$ cat config.mk
export PLATFORM = sky130hd
export DESIGN_NAME = seq_mult_unit_flat
export DESIGN_NICKNAME = d
export VERILOG_FILES = /design/src/rtl/seq_mult_unit_if.sv /design/src/rtl/seq_mult_unit.sv /design/src/flat_wrapper.sv
export SDC_FILE = /design/constraint.sdc
export NUM_CORES = 1
export LEC_CHECK = 0
export ABC_AREA = 1
export CORE_MARGIN = 3
export CORE_UTILIZATION = 40
export DETAILED_ROUTE_END_ITERATION = 10
export GPL_ROUTABILITY_DRIVEN = 0
export PLACE_DENSITY_LB_ADDON = 0.1
export SYNTH_ARGS = -nofsm -noshare
export SYNTH_HDL_FRONTEND = slang
export SYNTH_SLANG_ARGS = --single-unit
$ cat constraint.sdc
create_clock -name clk -period 5 [get_ports clk]
set_input_delay 0.5 -clock clk [delete_from_list [all_inputs] [get_ports clk]]
set_output_delay 0.5 -clock clk [all_outputs]
set_load 0.01 [all_outputs]
$ cat src/rtl/seq_mult_unit_if.sv
// Operand/result bundle for seq_mult_unit: request side (start, operands) and
// status/result side (busy, done, product halves).
interface seq_mult_unit_if #(
    parameter int size = 16
);
    logic            start;
    logic            signed_op;
    logic [size-1:0] a;
    logic [size-1:0] b;
    logic            busy;
    logic            done;
    logic [size-1:0] result_lo;
    logic [size-1:0] result_hi;

    modport master (
        output start, signed_op, a, b,
        input  busy, done, result_lo, result_hi
    );

    modport slave (
        input  start, signed_op, a, b,
        output busy, done, result_lo, result_hi
    );
endinterface

$ cat src/rtl/seq_mult_unit.sv
// Sequential shift-and-add multiplier, signed or unsigned, one multiplier bit per cycle.
// Optional macro EARLY_TERM_EN ends the run once the remaining multiplier bits are all zero.
module seq_mult_unit #(
    parameter int size = 16
) (
    input logic          clk,
    input logic          reset_n,
    seq_mult_unit_if.slave bus
);
    localparam int PW = 2 * size;
    localparam int CW = (size > 1) ? $clog2(size) : 1;
    localparam logic [CW-1:0] LAST_COUNT = CW'(size - 1);

    typedef enum logic [1:0] {
        IDLE = 2'd0,
        RUN  = 2'd1,
        DONE = 2'd2
    } state_t;

    state_t          state;
    state_t          state_next;
    logic [PW-1:0]   mcand;
    logic [size-1:0] mplier;
    logic [PW-1:0]   acc;
    logic [CW-1:0]   count;
    logic            sign;
    logic [PW-1:0]   result;

    logic            load;
    logic            step;
    logic            finish;
    logic            busy;
    logic            done;
    logic            last_iter;
    logic [size-1:0] mplier_shift;
    logic [PW-1:0]   acc_sum;
    logic [PW-1:0]   product;

    // The most negative operand maps to 1 followed by zeros, which is still the
    // correct magnitude when read back as an unsigned size-bit value.
    function automatic logic [size-1:0] magnitude(input logic [size-1:0] v, input logic sgn);
        return (sgn && v[size-1]) ? (~v + size'(1)) : v;
    endfunction

    assign mplier_shift = mplier >> 1;
    assign acc_sum      = acc + (mplier[0] ? mcand : '0);
    assign product      = sign ? (~acc_sum + PW'(1)) : acc_sum;

`ifdef EARLY_TERM_EN
    assign last_iter = (mplier_shift == '0) || (count == LAST_COUNT);
`else
    assign last_iter = (count == LAST_COUNT);
`endif

    always_ff @(posedge clk or negedge reset_n) begin
        if (!reset_n) begin
            state <= IDLE;
        end else begin
            state <= state_next;
        end
    end

    always_comb begin
        state_next = state;
        load       = 1'b0;
        step       = 1'b0;
        finish     = 1'b0;
        busy       = 1'b0;
        done       = 1'b0;
        case (state)
            IDLE: begin
                if (bus.start) begin
                    load       = 1'b1;
                    state_next = RUN;
                end
            end
            RUN: begin
                busy = 1'b1;
                step = 1'b1;
                if (last_iter) begin
                    finish     = 1'b1;
                    state_next = DONE;
                end
            end
            DONE: begin
                busy       = 1'b1;
                done       = 1'b1;
                state_next = IDLE;
            end
            default: begin
                state_next = IDLE;
            end
        endcase
    end

    // The final iteration's partial sum goes straight into the result register,
    // so the product is visible in the same cycle done is high.
    always_ff @(posedge clk or negedge reset_n) begin
        if (!reset_n) begin
            mcand  <= '0;
            mplier <= '0;
            acc    <= '0;
            count  <= '0;
            sign   <= 1'b0;
            result <= '0;
        end else if (load) begin
            mcand  <= {{size{1'b0}}, magnitude(bus.a, bus.signed_op)};
            mplier <= magnitude(bus.b, bus.signed_op);
            acc    <= '0;
            count  <= '0;
            sign   <= bus.signed_op & (bus.a[size-1] ^ bus.b[size-1]);
        end else if (step) begin
            acc    <= acc_sum;
            mcand  <= mcand << 1;
            mplier <= mplier_shift;
            count  <= count + CW'(1);
            if (finish) begin
                result <= product;
            end
        end
    end

    assign bus.busy      = busy;
    assign bus.done      = done;
    assign bus.result_lo = result[size-1:0];
    assign bus.result_hi = result[PW-1:size];
endmodule

$ cat src/flat_wrapper.sv
// flat-port wrapper written by rule: the top's interface ports become plain ports
module seq_mult_unit_flat 
#(
    parameter int size = 16
)
  (clk, reset_n, bus_start, bus_signed_op, bus_a, bus_b, bus_busy, bus_done, bus_result_lo, bus_result_hi);
  seq_mult_unit_if #(.size(size)) bus_i ();
  input logic clk;
  input logic reset_n;
  input wire logic [$bits(bus_i.start)-1:0] bus_start;
  input wire logic [$bits(bus_i.signed_op)-1:0] bus_signed_op;
  input wire logic [$bits(bus_i.a)-1:0] bus_a;
  input wire logic [$bits(bus_i.b)-1:0] bus_b;
  output wire logic [$bits(bus_i.busy)-1:0] bus_busy;
  output wire logic [$bits(bus_i.done)-1:0] bus_done;
  output wire logic [$bits(bus_i.result_lo)-1:0] bus_result_lo;
  output wire logic [$bits(bus_i.result_hi)-1:0] bus_result_hi;
  assign bus_i.start = bus_start;
  assign bus_i.signed_op = bus_signed_op;
  assign bus_i.a = bus_a;
  assign bus_i.b = bus_b;
  assign bus_busy = bus_i.busy;
  assign bus_done = bus_i.done;
  assign bus_result_lo = bus_i.result_lo;
  assign bus_result_hi = bus_i.result_hi;
  seq_mult_unit #(.size(size)) u_core (.clk(clk), .reset_n(reset_n), .bus(bus_i));
endmodule
==> out/qor.txt, run 1 <==
Status: complete, no violations
CTS buffer count: 17
Sequential area share after synthesis: 32.58%
Post-Synth Adder-Cell Area: 5.558%
Setup repair bufs after CTS: 0
Final Slew Violations: 0
Met1 WL: 13260 µm
Vias in the first global route: 8700
Initial antenna violation count: 0
Routed vias: 9142
Largest family of logic cells by synthesized area: simple AND/OR/NAND/NOR gates
Congestion Overflow GR: 0
P_leak: 5.801 nW
R2r startpoint: u_core.mplier[0]$_DFFE_PN0P_
Hold Crit Class: in -> async
Antenna Nets Post-Route: 0
Die Span Y: 157.2 µm
Area of the multi-input gates: 5059 µm²
N_diodes: 0
Max Cap Violations: 0
Final hold vios: 0
# rows: 54
Initial core utilization: 41.24%
CTS Root Cell: clkbuf_16
Max clock buf depth: 2
Final worst path period share: 76.87%
Post_cts resized: 0
Cells after DPL: 1763
Post-synth cell types: 42
Synth Area in Compound Gates: 11.80%
Reg2Reg Setup Slack: 1.16 ns
Die ar.: 24700 µm²
CTS clk-pin slew, worst paths: 0.06 ns
Drt total wl: 27110 µm
Crit Path Max Fanout: 33
Synth-to-Final Area Change: 17.63%
First-pass GRT wire length: 44400 µm
Setup CP Type: reg -> reg
Cells on worst reg2reg path: 18
Drt wl/cell: 15.10 µm
Post-Synth XOR/XNOR Area: 0.8624%
Top routing layer used: met4
Chip width: 157.2 µm
Top cell type's share of synthesized area: 32.58%
Nets@finish: 1578
Layout cell share with drive strength beyond 1: 6.403%
Worst-Skew Late Latency: 0.42 ns
Area leader, netlist: dfrtp_1
Metal2 WL: 12080 µm
Number of fill cells in the layout: 2313
Critical path data arrival time: 4.15 ns
First DRT Iteration DRCs: 549
Largest net degree at the start of global routing: 66
Synth warnings: 0
Startpoint Class: flip-flop
Dpl hpwl: 21020 µm
Tmin final: 3.844 ns
GRT Util Overall: 22.71%
Worst-Margin Slew: 1.065 ns
Synth Register Bits: 119
Setup Viol. Count Final: 0
CP required: 5.31 ns
Pwr/cell area: 500.8 nW/µm²
Max Clk Rate: 260.2 MHz
Fin Clk Skew: 0.009203 ns
Commonest cells after routing, fill and taps aside: nand2_1 (508), inv_1 (244), dfrtp_1 (119)
Setup TNS: 0 ns
Most common cell after layout, fill and taps aside: nand2_1
Pwr Total: 5.384 mW
WHS: 0.1070 ns
Post-Layout Cell Count: 1795
Multiplexer share of the synthesized area: 0%
Sequential Area: 2978 µm²
Simple-Gate Fraction of Synth Area: 37.04%
Top cells by area, synth: dfrtp_1 (33%), nand2_1 (21%), inv_1 (10%), nand3_1 (6.2%), ha_1 (5.3%)
Htree depth: 4
Slew headroom: 28.98%
TritonCTS Sinks: 119
Synthesized area: 9140 µm²
Crit path from: u_core.mplier[0]$_DFFE_PN0P_
Crit. End Element: flip-flop
Syn_nets: 1521
Core Box Area: 22160 µm²
Peak VDD IR: 0.0003413 V
I/O Buffers: 69
RSZ-0062 raised after global routing: no
Mean post-synth cell area: 6.325 µm²
Vias per cell: 5.093
Post-Synthesis Cells: 1445
WL met3: 1461 µm
FF-to-FF End: u_core.result[29]$_DFFE_PN0P_
I/O pin count: 70
Drc violations: 0
CTS tree: built
Cts hold-fix bufs: 0
First-pass detailed-route iteration total: 5
## routing by layer
| layer | global-route usage, % | up-vias |
|---|---|---|
| li1 | - | 4681 |
| met1 | 32.64 | 4231 |
| met2 | 35.75 | 208 |
| met3 | 4.317 | 22 |
| met4 | 4.917 | 0 |
| met5 | 0 | - |
## layout make-up
type | count | area share (%)
clock inverters | 15 | 2.211
repair buffers | 77 | 6.959
flip-flops and latches | 119 | 27.70
multi-input cells | 1033 | 47.05
well taps | 280 | 3.258
inverters | 254 | 8.868
clock buffers | 17 | 3.957
## how the worst max path moves through the flow
| stage | depth (start not counted) | slack [ns] | to |
|---|---|---|---|
| 2_1_floorplan | 18 | 2.21 | u_core.result[26]$_DFFE_PN0P_ |
| 3_3_place_gp | 20 | 1.30 | u_core.result[25]$_DFFE_PN0P_ |
| 3_5_place_dp | 17 | 1.21 | u_core.result[26]$_DFFE_PN0P_ |
| 4_1_cts | 19 | 1.17 | u_core.result[30]$_DFFE_PN0P_ |
| 5_1_grt | 21 | 0.72 | u_core.result[25]$_DFFE_PN0P_ |
| 6_report | 18 | 1.16 | u_core.result[29]$_DFFE_PN0P_ |
## stage by stage
stage / area, µm² / utilization, % / setup slack (ns)
floorplan: 9140 / - / 2.210
finish: 10750 / 48.52 / 1.156
global route: 10750 / 48.52 / 0.7228
global placement: 10090 / 45.52 / 1.302
detailed placement: 10090 / 45.52 / 1.211
CTS: 10750 / 48.52 / 1.168
## cell families after synthesis
kind of cell,Yosys count
AO/OA/AOI/OAI,183
XOR/XNOR,9
adder cells (fa/ha/maj),40
buffers and inverters,293
flip-flops,119
AND/OR/NAND/NOR,801
## critical path, stage by stage, from the launching register on
cell and delay [ns]:
dfrtp_1 1.04, nand2_1 0.12, inv_1 0.10, ha_1 0.29, fa_1 0.50, inv_1 0.11, nand2_1 0.06, nor2_1 0.18
nand3_1 0.11, nor2_2 0.15, nand3_2 0.12, nor2_4 0.11, nand2_2 0.07, nor2_2 0.21, nand2_2 0.11, o21ai_4 0.17
nand3_1 0.09, nand3_1 0.09, nand2_1 0.06
## cells in the mapped netlist (all sizes together)
cell type	instances
nor3b	1
buf	9
a21oi	43
or2	1
nor2	110
dfrtp	119
clkbuf	30
clkinv	2
nand3	119
o22ai	16
xor2	9
o221ai	22
o21bai	1
a22oi	2
o21a	1
and3	2
nand3b	7
o21ai	81
and2	1
o31ai	1
nand4	14
ha	39
nor3	16
a21o	1
o211ai	6
inv	252
fa	1
a31oi	9
nand2	530
## sequential cells by signal, indices dropped and copies added, names as in the netlist
signal,count
u_core.acc,32
u_core.count,4
u_core.mcand,32
u_core.mplier,16
u_core.result,32
u_core.sign,1
u_core.state,2
## power breakdown
| part | switching, mW | leakage (nW) | internal (mW) |
|---|---|---|---|
| Sequential | 0.165 | 1.54 | 1.20 |
| Combinational | 1.81 | 3.94 | 0.812 |
| Clock | 0.501 | 0.324 | 0.897 |
Note: power is estimated with default switching activity, not from simulation.
==> inputs of run 2 (changes only) <==
clock period = 3.8 ns   (was 5 ns; I/O delays follow)
==> out/qor.txt, run 2 (synthesis gave the netlist of run 1 again) <==
Vias in the first global route: 8690 (-0.11%)
P_leak: 5.801 nW (unchanged)
First-pass detailed-route iteration total: 5 (unchanged)
Largest net degree at the start of global routing: 66 (unchanged)
Setup repair bufs after CTS: 0 (unchanged)
First-pass GRT wire length: 45440 µm (+2.3%)
CTS Root Cell: clkbuf_16
Pwr Total: 7.110 mW (+32%)
Layout cell share with drive strength beyond 1: 6.464% (+0.062 points)
Antenna Nets Post-Route: 0 (unchanged)
Max clock buf depth: 2 (unchanged)
Initial antenna violation count: 0 (unchanged)
Crit Path Max Fanout: 33 (unchanged)
Vias per cell: 5.064 (-0.57%)
Initial core utilization: 41.24% (unchanged)
Htree depth: 4 (unchanged)
Dpl hpwl: 21100 µm (+0.41%)
I/O Buffers: 69 (unchanged)
Synth-to-Final Area Change: 17.66% (about the same)
Final Slew Violations: 0 (unchanged)
Die Span Y: 157.2 µm (unchanged)
Combinational Power Share: 50.2% (+1.4 points)
Fin Clk Skew: 0.01487 ns (+0.005664 ns)
Max Clk Rate: 294.7 MHz (+13%)
Utilization after layout: 48.53% (about the same)
Setup WS post-layout: 0.4063 ns (-0.7500 ns)
# rows: 54 (unchanged)
Drc violations: 0 (unchanged)
Switching Power: 3.332 mW (+34%)
RSZ-0062 raised after global routing: no
Crit. End Element: flip-flop
Dpl ws: 0.4070 ns (-0.8045 ns)
Drt wl/cell: 15.40 µm (+2.0%)
TritonCTS Sinks: 119 (unchanged)
Cts hold-fix bufs: 0 (unchanged)
Setup Viol. Count Final: 0 (unchanged)
I/O pin count: 70 (unchanged)
Largest regs: u_core.acc x32, u_core.mcand x32, u_core.result x32
Die ar.: 24700 µm² (unchanged)
Worst-Skew Late Latency: 0.43 ns (about the same)
Hold Crit Class: in -> async
Most common cell after layout, fill and taps aside: nand2_1
Worst-Margin Slew: 1.051 ns (-0.01450 ns)
Final worst path period share: 89.31% (+12 points)
Slew headroom: 29.87% (+0.89 points)
Congestion Overflow GR: 0 (unchanged)
Setup CP Type: reg -> reg
Critical path data arrival time: 3.71 ns (-0.44 ns)
Nets@finish: 1579 (+0.063%)
Startpoint Class: flip-flop
Final hold vios: 0 (unchanged)
Max Cap Violations: 0 (unchanged)
Commonest cells after routing, fill and taps aside: nand2_1 (508), inv_1 (244), dfrtp_1 (119)
CTS clk-pin slew, worst paths: 0.06 ns (about the same)
Chip width: 157.2 µm (unchanged)
CTS tree: built
Flop pwr share: 24.5% (-0.8 points)
Setup TNS: 0 ns (unchanged)
First DRT Iteration DRCs: 592 (+7.8%)
Switching share of power: 46.86% (+0.81 points)
CTS buffer count: 17 (unchanged)
Pwr/cell area: 661.1 nW/µm² (+32%)
Core Box Area: 22160 µm² (unchanged)
Pint: 3.778 mW (+30%)
Routed vias: 9095 (-0.51%)
Post_cts resized: 0 (unchanged)
GRT Util Overall: 23.25% (+0.54 points)
Tmin final: 3.394 ns (-0.4500 ns)
Clock power share: 25.3% (-0.7 points)
Drt total wl: 27660 µm (+2.0%)
Status: complete, no violations
Peak VDD IR: 0.0005447 V (+60%)
CP required: 4.11 ns (-1.20 ns)
N_diodes: 0 (unchanged)
run 2: cell types whose count changed in the layout (fill, tap and decap cells not counted), sizes merged:
cell / before / now
inv: 258 / 259
clkinv: 6 / 5
buf: 9 / 10
clkinvlp: 0 / 1
bufinv: 5 / 4
run 2: cell type report:
| type | instances | area [µm²] |
|---|---|---|
| timing repair buffer | 78 | 772.0 |
| clock inverter | 15 | 216.5 |
| fill | 2338 | 11410 |
| clock buffer | 17 | 425.4 |
| inverter | 254 | 953.4 |
| sequential | 119 | 2978 |
| multi-input combinational | 1033 | 5059 |
| tap | 280 | 350.3 |
run 2: metal layers:
metal  vias up  wire [µm]  global-route usage [%]
met5         -          0                       0
met4         0        337                   5.041
met3        26       1666                   4.207
met2       236      12120                   36.04
met1      4145      13530                   34.04
li1       4688          -                       -
run 2: metrics by stage:
| stage | hold slack [ns] | std cells | area, µm² |
|---|---|---|---|
| after floorplan | 0.08441 | 1445 | 9140 |
| after global placement | 0.4682 | 1764 | 10110 |
| after detailed placement | 0.4695 | 1764 | 10110 |
| after CTS | 0.05854 | 1796 | 10750 |
| after global routing | 0.08072 | 1796 | 10750 |
| final | 0.03137 | 1796 | 10750 |
run 2: worst max-delay path, stage by stage, from the launching register on:
cell and delay [ns]:
dfrtp_1 0.34, buf_6 0.24, nand2_1 0.08, inv_1 0.07, ha_1 0.33, fa_1 0.50
inv_1 0.11, ha_1 0.18, inv_1 0.06, nor2_1 0.14, nand3_1 0.11, nor2_2 0.14
nand2_1 0.06, nor2_1 0.15, nand3_1 0.21, nor2_1 0.17, nand2_1 0.08, nand2_1 0.10
nand3_1 0.08, nand3_1 0.09, nand2_1 0.05
run 2: path summary, 6_finish.rpt:
path | from | to | slack [ns] | cells past startpoint
worst max-delay path | u_core.mplier[0]$_DFFE_PN0P_ | u_core.result[30]$_DFFE_PN0P_ | 0.41 | 20
worst min-delay path | reset_n | u_core.mplier[13]$_DFFE_PN0P_ | 0.03 | 1
worst max register to register | u_core.mplier[0]$_DFFE_PN0P_ | u_core.result[30]$_DFFE_PN0P_ | 0.41 | 20
worst min register to register | u_core.result[4]$_DFFE_PN0P_ | u_core.result[4]$_DFFE_PN0P_ | 0.48 | 2
max in group asynchronous | reset_n | u_core.result[28]$_DFFE_PN0P_ | 2.92 | 2
min in group clk | u_core.result[4]$_DFFE_PN0P_ | u_core.result[4]$_DFFE_PN0P_ | 0.48 | 2
run 2: power by group through the flow:
stage	Combinational [mW]	Clock (mW)	Sequential, mW
2_1_floorplan	2.59	0	1.71
3_3_place_gp	3.52	0	1.76
3_5_place_dp	3.54	0	1.76
4_1_cts	3.56	1.82	1.74
5_1_grt	4.05	1.88	1.78
6_report	3.57	1.80	1.74
==> edit (config.mk and constraints of run 2) <==
`size` is set to 16 in 3 places; all go to 32.
--- a/src/rtl/seq_mult_unit_if.sv
+++ b/src/rtl/seq_mult_unit_if.sv
@@ -1,7 +1,7 @@
 // Operand/result bundle for seq_mult_unit: request side (start, operands) and
 // status/result side (busy, done, product halves).
 interface seq_mult_unit_if #(
-    parameter int size = 16
+    parameter int size = 32
 );
     logic            start;
     logic            signed_op;
--- a/src/rtl/seq_mult_unit.sv
+++ b/src/rtl/seq_mult_unit.sv
@@ -1,7 +1,7 @@
 // Sequential shift-and-add multiplier, signed or unsigned, one multiplier bit per cycle.
 // Optional macro EARLY_TERM_EN ends the run once the remaining multiplier bits are all zero.
 module seq_mult_unit #(
-    parameter int size = 16
+    parameter int size = 32
 ) (
     input logic          clk,
     input logic          reset_n,
--- a/src/flat_wrapper.sv
+++ b/src/flat_wrapper.sv
@@ -1,7 +1,7 @@
 // flat-port wrapper written by rule: the top's interface ports become plain ports
 module seq_mult_unit_flat 
 #(
-    parameter int size = 16
+    parameter int size = 32
 )
   (clk, reset_n, bus_start, bus_signed_op, bus_a, bus_b, bus_busy, bus_done, bus_result_lo, bus_result_hi);
   seq_mult_unit_if #(.size(size)) bus_i ();
Ports: changed (resized bus_a, bus_b, bus_result_hi and bus_result_lo); port bits go from 70 to 134. No check against the original RTL was run, so the function may have changed too.
==> edit against run 2 <==
- synthesized cell count grew 120%
- cell area grew 120%
- critical path depth is the same
- total power grew 120%
- clock power grew 64%
- synthesized area grew 110%
- non-clock buffer count grew 130
- worst setup slack lost 270 ps
- sequential cell count grew 113
- combinational power grew to 2.5 times the old value
- maximum frequency shrank 7.3%
- wire length grew to 2.7 times the old value
- first-iteration DRC count grew to 3.8 times the old value
- die area grew 110%
==> edit: results (changes against run 2) <==
Outcome:
- The run finished with clean final reports.

GRT:
- The number of antenna violations at the first check in global routing is 2 (+2).
- The largest net degree at the start of global routing was 103 (+56%).
- The number of global-route vias before repair came to 20108 (+130%).

Final layout:
- The area of the multi-input gates came to 11800 um^2 (+130%).
- The clock-cell share of area is 4.28% (-1.7 points).
- The number of flip-flops and latches is 232 (+95%).
- The non-clock buffer share of cell area is 8.26% (+1.1 points).
- The number of fillers in the final layout is 5025 (+110%).
- The number of clock buffer instances in the layout is 43 (+26).
- The antenna diode count was 1 (+1).
- The area growth from synthesis to layout is 20.5%.

Synth:
- The netlist area before placement is 19600 um^2 (+110%).
- The share of the synthesized area in compound gates (AO/OA/AOI/OAI) is 11.0% (-0.77 points).
- The adder-cell area share of the yosys netlist came to 4.70% (-0.86 points).
- The net count after synthesis was 3361 (+120%).
- Sorting the synthesized cells by area gives the leading types as sky130_fd_sc_hd__dfrtp_1, sky130_fd_sc_hd__nand2_1, sky130_fd_sc_hd__inv_1, sky130_fd_sc_hd__nand3_1, sky130_fd_sc_hd__ha_1.
- By count the netlist is led by sky130_fd_sc_hd__nand2_1, sky130_fd_sc_hd__inv_1, sky130_fd_sc_hd__dfrtp_1.
- The distinct cell type count of the synthesized netlist is 49 (+17%).
- The synthesized-area fraction occupied by xor and xnor cells is 1.97% (+1.1 points).

Worst setup path:
- The critical register-to-register path endpoint is u_core.result[55]$_DFFE_PN0P_.
- The data arrival time of the critical path is 4150 ps (+440 ps).
- The worst-path maximum fanout was 24 (-27%).
- The largest individual stage delay along the critical path comes from the cell sky130_fd_sc_hd__dfrtp_2.
- The reg2reg setup slack came to 140 ps (-270 ps).

Routing:
- The final routed wirelength across all metal layers came to 74200 um (+170%).
- The count of TritonRoute iterations in the first routing pass came to 6 (+1).

Clocking:
- The H-tree depth is 1 (-3).
- The number of buffers inserted for hold repair after clock tree synthesis is 1 (+1).
- The quantity of gates resized following cts came to 5 (+5).
- The insertion delay of the later-clocked pin in the worst-skew pair is 610 ps (+180 ps).

STA:
- The final worst clock skew came to 14.6 ps (-0.246 ps).
- The worst max-slew margin expressed relative to the limit came to 19.2% (-11 points).

Placed design:
- The HPWL after detailed placement is 58100 um (+180%).
- The worst setup timing slack at the placement stage came to -89.7 ps (-497 ps).
- The number of buffer cells added on primary ports is 133 (+93%).

Pwr:
- The part of the power in combinational logic is 58.2% (+8.0 points).
- The maximum VDD drop came to 0.427 mV (-22%).
edit: worst max-delay path by stage:
stage                                             from                       endpoint  slack [ps]  depth (start not counted)
after floorplan           u_core.mplier[0]$_DFFE_PN0P_  u_core.result[53]$_DFFE_PN0P_         680                         23
final                     u_core.mplier[0]$_DFFE_PN0P_  u_core.result[55]$_DFFE_PN0P_         140                         20
after detailed placement  u_core.mplier[0]$_DFFE_PN0P_  u_core.result[57]$_DFFE_PN0P_         -90                         22
after CTS                 u_core.mplier[0]$_DFFE_PN0P_  u_core.result[59]$_DFFE_PN0P_           2                         23
after global placement    u_core.mplier[0]$_DFFE_PN0P_  u_core.result[59]$_DFFE_PN0P_        -110                         23
after global routing      u_core.mplier[0]$_DFFE_PN0P_  u_core.result[35]$_DFFE_PN0P_         -70                         21
edit: routing by layer:
layer	global-route usage, %	vias to the layer above	share of wire (%)
met5	0	-	0
met4	8.70	0	3.5
met3	4.47	126	8.9
met2	43.2	832	42
met1	41.9	9956	45
li1	-	10364	-
